File: config.mk
export PLATFORM = sky130hd
export DESIGN_NAME = audio_pwm_out
export DESIGN_NICKNAME = d
export VERILOG_FILES = /design/src/rtl/audio_pwm_out_pkg.sv /design/src/rtl/audio_sample_fifo.sv /design/src/rtl/audio_pwm_out.sv
export SDC_FILE = /design/constraint.sdc
export NUM_CORES = 1
export LEC_CHECK = 0
export BUFFER_PORTS_ARGS = -buffer_cell sky130_fd_sc_hd__buf_4
export CAP_MARGIN = 40
export CORE_ASPECT_RATIO = 0.5
export CORE_UTILIZATION = 45
export CTS_CLUSTER_SIZE = 10
export DETAILED_ROUTE_END_ITERATION = 6
export PLACE_DENSITY = 0.7
export SLEW_MARGIN = 10
export SYNTH_ARGS = -nofsm -noshare
export SYNTH_HDL_FRONTEND = slang
export SYNTH_SLANG_ARGS = --single-unit
File: constraint.sdc
create_clock -name clk_i -period 7.4 [get_ports clk_i]
set_input_delay 0.74 -clock clk_i [delete_from_list [all_inputs] [get_ports clk_i]]
set_output_delay 0.74 -clock clk_i [all_outputs]
set_load 0.005 [all_outputs]
File: src/rtl/audio_pwm_out_pkg.sv
// Shared state type, midscale constant and sample-to-duty conversion
// for the mono audio PWM playback path.
package audio_pwm_out_pkg;

  typedef enum logic [1:0] {
    IDLE  = 2'd0,
    PRIME = 2'd1,
    PLAY  = 2'd2
  } play_state_e;

  // Midscale in 16-bit offset binary; users keep the top PWM_BITS bits.
  localparam logic [15:0] PWM_MID = 16'h8000;

  // Attenuate a signed sample, then flip the sign bit to get offset binary.
  function automatic logic [15:0] sample_to_offset(input logic signed [15:0] sample,
                                                   input logic        [2:0]  vol_shift);
    logic signed [15:0] t;
    t = sample >>> vol_shift;
    return {~t[15], t[14:0]};
  endfunction

endpackage

File: src/rtl/audio_sample_fifo.sv
// Synchronous sample FIFO with occupancy count and a synchronous flush.
// A push into a full FIFO is accepted only when a pop happens in the same cycle.
module audio_sample_fifo
  import audio_pwm_out_pkg::*;
#(
  parameter int DEPTH = 16,
  parameter int WIDTH = 16
) (
  input  logic                     clk_i,
  input  logic                     rst_ni,
  input  logic                     flush,
  input  logic                     push,
  input  logic                     pop,
  input  logic [WIDTH-1:0]         wr_data,
  output logic [WIDTH-1:0]         rd_data,
  output logic                     full,
  output logic                     empty,
  output logic [$clog2(DEPTH):0]   level
);

  localparam int AW = $clog2(DEPTH);
  localparam int LW = AW + 1;

  logic [WIDTH-1:0] mem [DEPTH];
  logic [AW-1:0]    wr_ptr;
  logic [AW-1:0]    rd_ptr;
  logic             wr_en;
  logic             rd_en;

  assign full    = (level == LW'(DEPTH));
  assign empty   = (level == '0);
  assign wr_en   = push && (!full || pop);
  assign rd_en   = pop && !empty;
  assign rd_data = mem[rd_ptr];

  // NOTE: the storage array is deliberately not reset; pointers and level
  // define which entries are valid, and a reset-free array maps onto RAM.
  always_ff @(posedge clk_i) begin
    if (wr_en && !flush) mem[wr_ptr] <= wr_data;
  end

  // NOTE: registered state uses non-blocking assignments so every flop
  // samples pre-edge values regardless of statement order.
  always_ff @(posedge clk_i or negedge rst_ni) begin
    if (!rst_ni) begin
      wr_ptr <= '0;
      rd_ptr <= '0;
      level  <= '0;
    end else if (flush) begin
      wr_ptr <= '0;
      rd_ptr <= '0;
      level  <= '0;
    end else begin
      if (wr_en) wr_ptr <= wr_ptr + AW'(1);
      if (rd_en) rd_ptr <= rd_ptr + AW'(1);
      level <= level + LW'(wr_en) - LW'(rd_en);
    end
  end

endmodule

File: src/rtl/audio_pwm_out.sv
// Mic-to-speaker loopback: buffers 16-bit samples and plays them as a
// single-bit PWM stream, with priming, starvation handling and sticky status.
module audio_pwm_out
  import audio_pwm_out_pkg::*;
#(
  parameter int FIFO_DEPTH = 16,
  parameter int PWM_BITS   = 10,
  parameter int STARVE_MAX = 64
) (
  input  logic                          clk_i,
  input  logic                          rst_ni,
  input  logic                          enable_i,
  input  logic                          data_mic_valid_i,
  input  logic [15:0]                   data_mic_i,
  input  logic [2:0]                    vol_shift_i,
  input  logic                          clr_status_i,
  output logic                          aud_pwm_o,
  output logic                          aud_sd_o,
  output logic [$clog2(FIFO_DEPTH):0]   fifo_level_o,
  output logic                          overflow_o,
  output logic                          underflow_o
);

  localparam int LW = $clog2(FIFO_DEPTH) + 1;
  localparam int SW = $clog2(STARVE_MAX + 1);
  localparam logic [PWM_BITS-1:0] DUTY_MID = PWM_BITS'(PWM_MID >> (16 - PWM_BITS));

  play_state_e         state_q, state_d;
  logic [PWM_BITS-1:0] pwm_cnt;
  logic [PWM_BITS-1:0] duty_q, duty_d, new_duty;
  logic [SW-1:0]       starve_q, starve_d;
  logic                boundary, push, pop, ovf_set, uf_set, aud_pwm_d;
  logic [15:0]         fifo_rd_data;
  logic                fifo_full, fifo_empty;

  assign boundary = (pwm_cnt == '0);
  assign push     = data_mic_valid_i && enable_i;
  assign pop      = enable_i && (state_q == PLAY) && boundary && !fifo_empty;
  assign ovf_set  = push && fifo_full && !pop;
  assign new_duty = PWM_BITS'(sample_to_offset(fifo_rd_data, vol_shift_i) >> (16 - PWM_BITS));

  audio_sample_fifo #(
    .DEPTH (FIFO_DEPTH),
    .WIDTH (16)
  ) u_fifo (
    .clk_i   (clk_i),
    .rst_ni  (rst_ni),
    .flush   (!enable_i),
    .push    (push),
    .pop     (pop),
    .wr_data (data_mic_i),
    .rd_data (fifo_rd_data),
    .full    (fifo_full),
    .empty   (fifo_empty),
    .level   (fifo_level_o)
  );

  // NOTE: every output of this block gets a default first so no path can
  // leave a value unassigned and infer a latch.
  always_comb begin
    state_d  = state_q;
    duty_d   = duty_q;
    starve_d = starve_q;
    uf_set   = 1'b0;
    if (!enable_i) begin
      state_d  = IDLE;
      duty_d   = DUTY_MID;
      starve_d = '0;
    end else begin
      unique case (state_q)
        IDLE:  state_d = PRIME;
        PRIME: if (boundary && fifo_level_o >= LW'(FIFO_DEPTH / 2)) state_d = PLAY;
        PLAY: begin
          if (boundary) begin
            if (!fifo_empty) begin
              duty_d   = new_duty;
              starve_d = '0;
            end else if (starve_q == SW'(STARVE_MAX - 1)) begin
              uf_set   = 1'b1;
              duty_d   = DUTY_MID;
              starve_d = '0;
              state_d  = PRIME;
            end else begin
              starve_d = starve_q + SW'(1);
            end
          end
        end
        default: state_d = IDLE;
      endcase
    end
  end

  // Compare against the duty being loaded so a new value lands in its own period.
  assign aud_pwm_d = (state_d != IDLE) && (pwm_cnt < duty_d);

  always_ff @(posedge clk_i or negedge rst_ni) begin
    if (!rst_ni) begin
      state_q     <= IDLE;
      pwm_cnt     <= '0;
      duty_q      <= DUTY_MID;
      starve_q    <= '0;
      aud_pwm_o   <= 1'b0;
      aud_sd_o    <= 1'b0;
      overflow_o  <= 1'b0;
      underflow_o <= 1'b0;
    end else begin
      state_q     <= state_d;
      pwm_cnt     <= pwm_cnt + PWM_BITS'(1);
      duty_q      <= duty_d;
      starve_q    <= starve_d;
      aud_pwm_o   <= aud_pwm_d;
      aud_sd_o    <= (state_d != IDLE);
      overflow_o  <= ovf_set | (overflow_o & ~clr_status_i);
      underflow_o <= uf_set  | (underflow_o & ~clr_status_i);
    end
  end

endmodule

* Word-level counts from Yosys, hierarchy flattened
Memories as Yosys holds them, arrays and structs flattened.
Cells that the tools add are included.
Widths: inputs -> output; s select.
** Cells by class
- Add/sub/neg operators :: 6
- $lt $le $gt $ge :: 2
- Equality and inequality tests :: 8
- Shift-type cells :: 1
- Mux-type cells :: 28
- Bitwise operators :: 6
- Reduce and logical (&&, ||, !) cells :: 20
** Operators with widths (count)
- $mux 10 :: 5
- $mux 7 :: 5
- $mux 4 :: 4
- $sshr 16x3->16 :: 1
- $logic_and 1x1->1 :: 11
- $add 10x1->10 const B :: 1
- $logic_not 10->1 :: 1
- $lt 10x10->1 :: 1
- $mux 2 :: 5
- $add 4x1->4 const B :: 2
- $ne 2x1->1 const B :: 4
- $add 7x1->7 const B :: 1
- $eq 7x6->1 const B :: 1
- $mux 1 :: 7
- $pmux 2 s3 :: 1
- $add 5x1->5 :: 1
- $eq 5x5->1 const B :: 1
- $ge 5x4->1 const B :: 1
- $logic_not 5->1 :: 1
- $mux 5 :: 1
- $sub 5x1->5 :: 1
- $logic_not 1->1 :: 3
- $and 1x1->1 :: 2
- $eq 2x1->1 const B :: 1
- other kinds (7) :: 9
** Storage, ports and cells
- Flip-flop bits (word level) :: 46
- Bits in writable memories :: 256
- Bits of input ports :: 24
- Output and inout bits :: 9
- Word-level logic and storage cells :: 83
- Memories kept :: 1
** Memory list
- u_fifo.mem :: words 16, width 16, rd ports 1, clocked after Yosys merged registers in 0, wr ports 1, line audio_sample_fifo.sv:24 : logic [WIDTH-1:0] mem [DEPTH];

* Depth between registers and ports, before layout
- Depth after elaboration :: 9
- Mapped depth :: 18
- Mapped depth without buffers :: 17

* By module
Synthesis repeated with hierarchy kept, for this count alone.
** Second synthesis, totals
- Cells, all modules :: 780
- Area, all modules :: 13131.3 µm²
** Modules (own cells, without submodules)
- audio_sample_fifo :: instances 1, cells each 568, area each 10989.3 µm², sequential area each 8012.7 µm²
- audio_pwm_out :: instances 1, cells each 212, area each 2142.1 µm², sequential area each 827.0 µm²

* Worst setup path after synthesis
Ideal clock, no wire load.
- Path type :: reg-to-reg
- Start :: register u_fifo.rd_ptr[0]
- End :: register aud_pwm_o
- Setup time :: 0.110 ns
- Arrival :: 3.267 ns
- Data required time :: 7.290 ns
- Setup slack :: 4.023 ns
- Stages on the path, launching flop included :: 15
- Buffers on the path :: 1
- Clock period less this slack :: 3.377 ns
- Path through :: dfrtp_1 buf_6 mux4_1 mux2_2 mux4_2 mux2i_1 mux2i_1 a22oi_1 ha_1 a21o_1 a21oi_1 o21ai_0 o2111ai_1 nand3_1 o41ai_1
** Between the ends
- Longest elaborated chain between the ends :: 9
** RTL lines
- from (decl) :: line audio_sample_fifo.sv:26 : logic [AW-1:0] rd_ptr;
- from (signal assigned) :: line audio_sample_fifo.sv:55 : if (rd_en) rd_ptr <= rd_ptr + AW'(1);
- $mem_v2 16x16 (*)
- $sshr 16x3->16 (*) :: line audio_pwm_out_pkg.sv:18 : t = sample >>> vol_shift;
- $not 1->1 :: line audio_pwm_out_pkg.sv:19 : return {~t[15], t[14:0]};
- $mux 10 (*) :: line audio_pwm_out.sv:75 : if (!fifo_empty) begin
- $mux 10 (*) :: line audio_pwm_out.sv:74 : if (boundary) begin
- $mux 10 (*) :: line audio_pwm_out.sv:70 : unique case (state_q)
- $mux 10 (*) :: line audio_pwm_out.sv:65 : if (!enable_i) begin
- $lt 10x10->1 (*) :: line audio_pwm_out.sv:94 : assign aud_pwm_d = (state_d != IDLE) && (pwm_cnt < duty_d);
- $logic_and 1x1->1 (*) :: line audio_pwm_out.sv:94
- named net aud_pwm_d :: line audio_pwm_out.sv:32 : logic boundary, push, pop, ovf_set, uf_set, aud_pwm_d;
- to (signal assigned) :: line audio_pwm_out.sv:111 : aud_pwm_o <= aud_pwm_d;
- to (decl) :: line audio_pwm_out.sv:17 : output logic aud_pwm_o,
Mark *: on every way through the listed nets, which the timed path passes. The rest lies on a longest branch.
A chain may end at the register's enable or synchronous reset.

* Final worst setup path
Ends and elaborated chain as after synthesis.

==> qor.csv <==
metric,value,unit
status,finished clean,
via count of the first global-routing pass,5488,
fin nets,733,
Detailed Place HPWL,12600,um
Setup crit start kind,flop,
# setup viols final,0,
Residual DRC,0,
RSZ-0062 raised after global routing,false,
reg2reg setup slack,2.82,ns
top-area cell type share of the netlist area,51.9,%
M1 GR Usage,27.2,%
register area share after synthesis,64.3,%
Switching Share,22.2,%
"Setup Fix Bufs, Post-CTS",0,
"top cells by area, synth","edfxtp_1, dfrtp_1, mux2i_1, ha_1, mux4_2",
hold_ws,0.214,ns
Wirelength per Cell,20.1,um
first-pass GRT wire length,30900,um
initial core utilization,46.7,%
Pwr Density,237,nW/um2
Num Clock Sinks,206,
Worst slew margin,44.2,%
P_leak,3.72,nW
"area leader, netlist",edfxtp_1,
"commonest non-fill, non-tap cell in the layout",edfxtp_1,
achievable frequency,218,MHz
Ports,33,
most frequent cells in the layout,"edfxtp_1, mux2i_1, buf_4, dfrtp_1, nor2_1",
share of total power in sequential cells,51.8,%
Routed WL,19200,um
I/O Buffers,26,
crit end category,flop,
"Req. time, crit path",7.77,ns
Post-synth EDFFs,160,
Max Slew Vio Count,0,
WS Path Type,reg2reg,
Max-Cap Viols,0,
CTS tree,done,
minimum clock period after layout,4.59,ns
Longest Clk Path Bufs,3,
drt first pass iters,5,
H-tree levels,1,
cts hold-fix bufs,0,
root buf cell,clkbuf_16,
count of cell types in the netlist,59,
CP Max Fanout,18,
largest net degree at the start of global routing,47,
syn_area_per_cell,14.6,um2
fraction of registers with async set/reset,22.3,%
chip height,103,um
synth warn,0,
Rows,36,
NetSw,0.551,mW
Fin. Hold Viols,0,
final critical-path share of the clock period,62.0,%
Synth Cell Area,9260,um2
share of post-route cells with drive strength above 1,14.3,%
DR iter-0 viols,482,
worst-margin pin slew,0.838,ns
GRT Max-Usage Layer,met2,
Die Width,205,um
PostCTS Resize Cnt,0,
Total GRT Usage,19.3,%
GR Util met2,31.9,%
clk slew on worst S/H paths,0.06,ns
via count,5481,
worst hold-check path type,in2async,
Synth Flop Type,edfxtp_1,
skew final,0.00918,ns
Post-Synthesis Cells,636,
Ant. Diodes,0,
combinational cell fraction of total power,7.3,%
Die ar.,21200,um2
Via density,5.73,
met3 usage,3.54,%
antenna-violating nets left,0,
fill cell count,1629,
core box area,19800,um2
CP arrival,4.96,ns
Skew-Pair Late Insertion Delay,0.52,ns
RD Place Congestion,0.861,
peak supply drop,152,uV
Seq cells post-synth,206,
Layout area overhead,13.2,%
syn nets,686,
initial antenna violation count,0,
total grt overflow,0,
internal cell power,1.93,mW
total negative setup slack,0,ns
CTS Buf Count,24,
clock power share,41.0,%
[per-stage QoR]
stage               utilization [%]  total power [mW]  setup slack [ns]  std cells  cell area, um2
finish                         52.9              2.49              2.82        956           10500
global route                   52.9              2.58              2.48        956           10500
CTS                            52.9              2.51              2.79        956           10500
detailed placement             49.6              1.49              2.84        923            9820
global placement               49.1              1.48              2.72        912            9720
floorplan                         -              1.41              4.02        636            9260
[synth_stat cells (all sizes together) (2+ instances only)]
library cell / count
o31ai: 2
a21boi: 4
o2111ai: 3
nand2b: 4
edfxtp: 160
nor4: 2
mux2i: 47
ha: 25
o221ai: 3
xnor2: 10
o211ai: 4
a32oi: 2
nor3: 7
nand3: 20
a22oi: 14
and3: 5
o22ai: 4
xor2: 6
nor3b: 2
o21ai: 22
inv: 20
mux4: 22
nand4: 6
or2: 2
nand2: 38
a221o: 2
or3: 4
dfrtp: 45
nor2: 41
nor2b: 9
buf: 14
a22o: 4
nand3b: 3
clkbuf: 15
a21o: 4
a21oi: 13
a221oi: 9
and2: 19
o21a: 6
mux2: 4
[logic make-up (layout without fill, tap and decap cells)]
family                   count (synthesis)  after routing  synth area share (%)
AO/OA/AOI/OAI                          101            101                  7.75
buffers and inverters                   49            103                  2.61
AND/OR/NAND/NOR                        165            165                  8.85
flip-flops                             206            206                  64.3
multiplexers                            73             73                  11.4
adder cells (fa/ha/maj)                 26             26                  3.59
XOR/XNOR                                16             16                  1.51
[final timing paths]
kind / from / end / cells past startpoint
setup / recovery: u_fifo.rd_ptr[0]$_DFFE_PN0P_ / aud_pwm_o$_DFF_PN0_ / 14
hold / removal: rst_ni / starve_q[6]$_DFFE_PN0P_ / 1
setup reg to reg: u_fifo.rd_ptr[0]$_DFFE_PN0P_ / aud_pwm_o$_DFF_PN0_ / 14
hold reg to reg: duty_q[8]$_DFF_PN0_ / duty_q[8]$_DFF_PN0_ / 2
max in group asynchronous: rst_ni / u_fifo.rd_ptr[1]$_DFFE_PN0P_ / 1
min in group clk_i: clr_status_i / overflow_o$_DFF_PN0_ / 2
[layer usage]
metal	vias to the layer above	part of all wire, %
li1	2532	-
met1	2784	46
met2	150	47
met3	15	5.4
met4	0	0.89
met5	-	0
[layout make-up]
| class | instances | area [um2] | area share [%] |
|---|---|---|---|
| clock inverter | 2 | 33.8 | 0.322 |
| timing repair buffer | 50 | 393 | 3.75 |
| tap | 266 | 333 | 3.17 |
| multi-input combinational | 381 | 3060 | 29.2 |
| clock buffer | 31 | 627 | 5.98 |
| inverter | 20 | 75.1 | 0.716 |
| sequential | 206 | 5960 | 56.8 |
[power groups by stage]
stage / Sequential [mW] / Combinational [mW] / Clock (mW)
after floorplan: 1.31 / 0.104 / 0
after global placement: 1.31 / 0.170 / 0
after detailed placement: 1.31 / 0.179 / 0
after CTS: 1.29 / 0.180 / 1.04
after global routing: 1.29 / 0.203 / 1.09
final: 1.29 / 0.180 / 1.02
[critical path, cell delays in order (launching register included)]
cell	delay, ns
dfrtp_1	0.65
buf_4	0.41
mux4_1	0.59
mux2_2	0.34
mux4_2	0.52
mux2i_1	0.16
mux2i_1	0.13
a22oi_1	0.25
ha_1	0.29
a21o_1	0.18
a21oi_1	0.14
o21ai_0	0.09
o2111ai_1	0.12
nand3_1	0.13
o41ai_1	0.45
[flip-flops by register name (all words and copies together), names as in the netlist, 2 cells and up]
signal	cells
duty_q	10
u_fifo.wr_ptr	4
state_q	2
starve_q	7
u_fifo.mem	160
u_fifo.level	5
u_fifo.rd_ptr	4
pwm_cnt	10
Note: power is estimated with default switching activity, not from simulation.
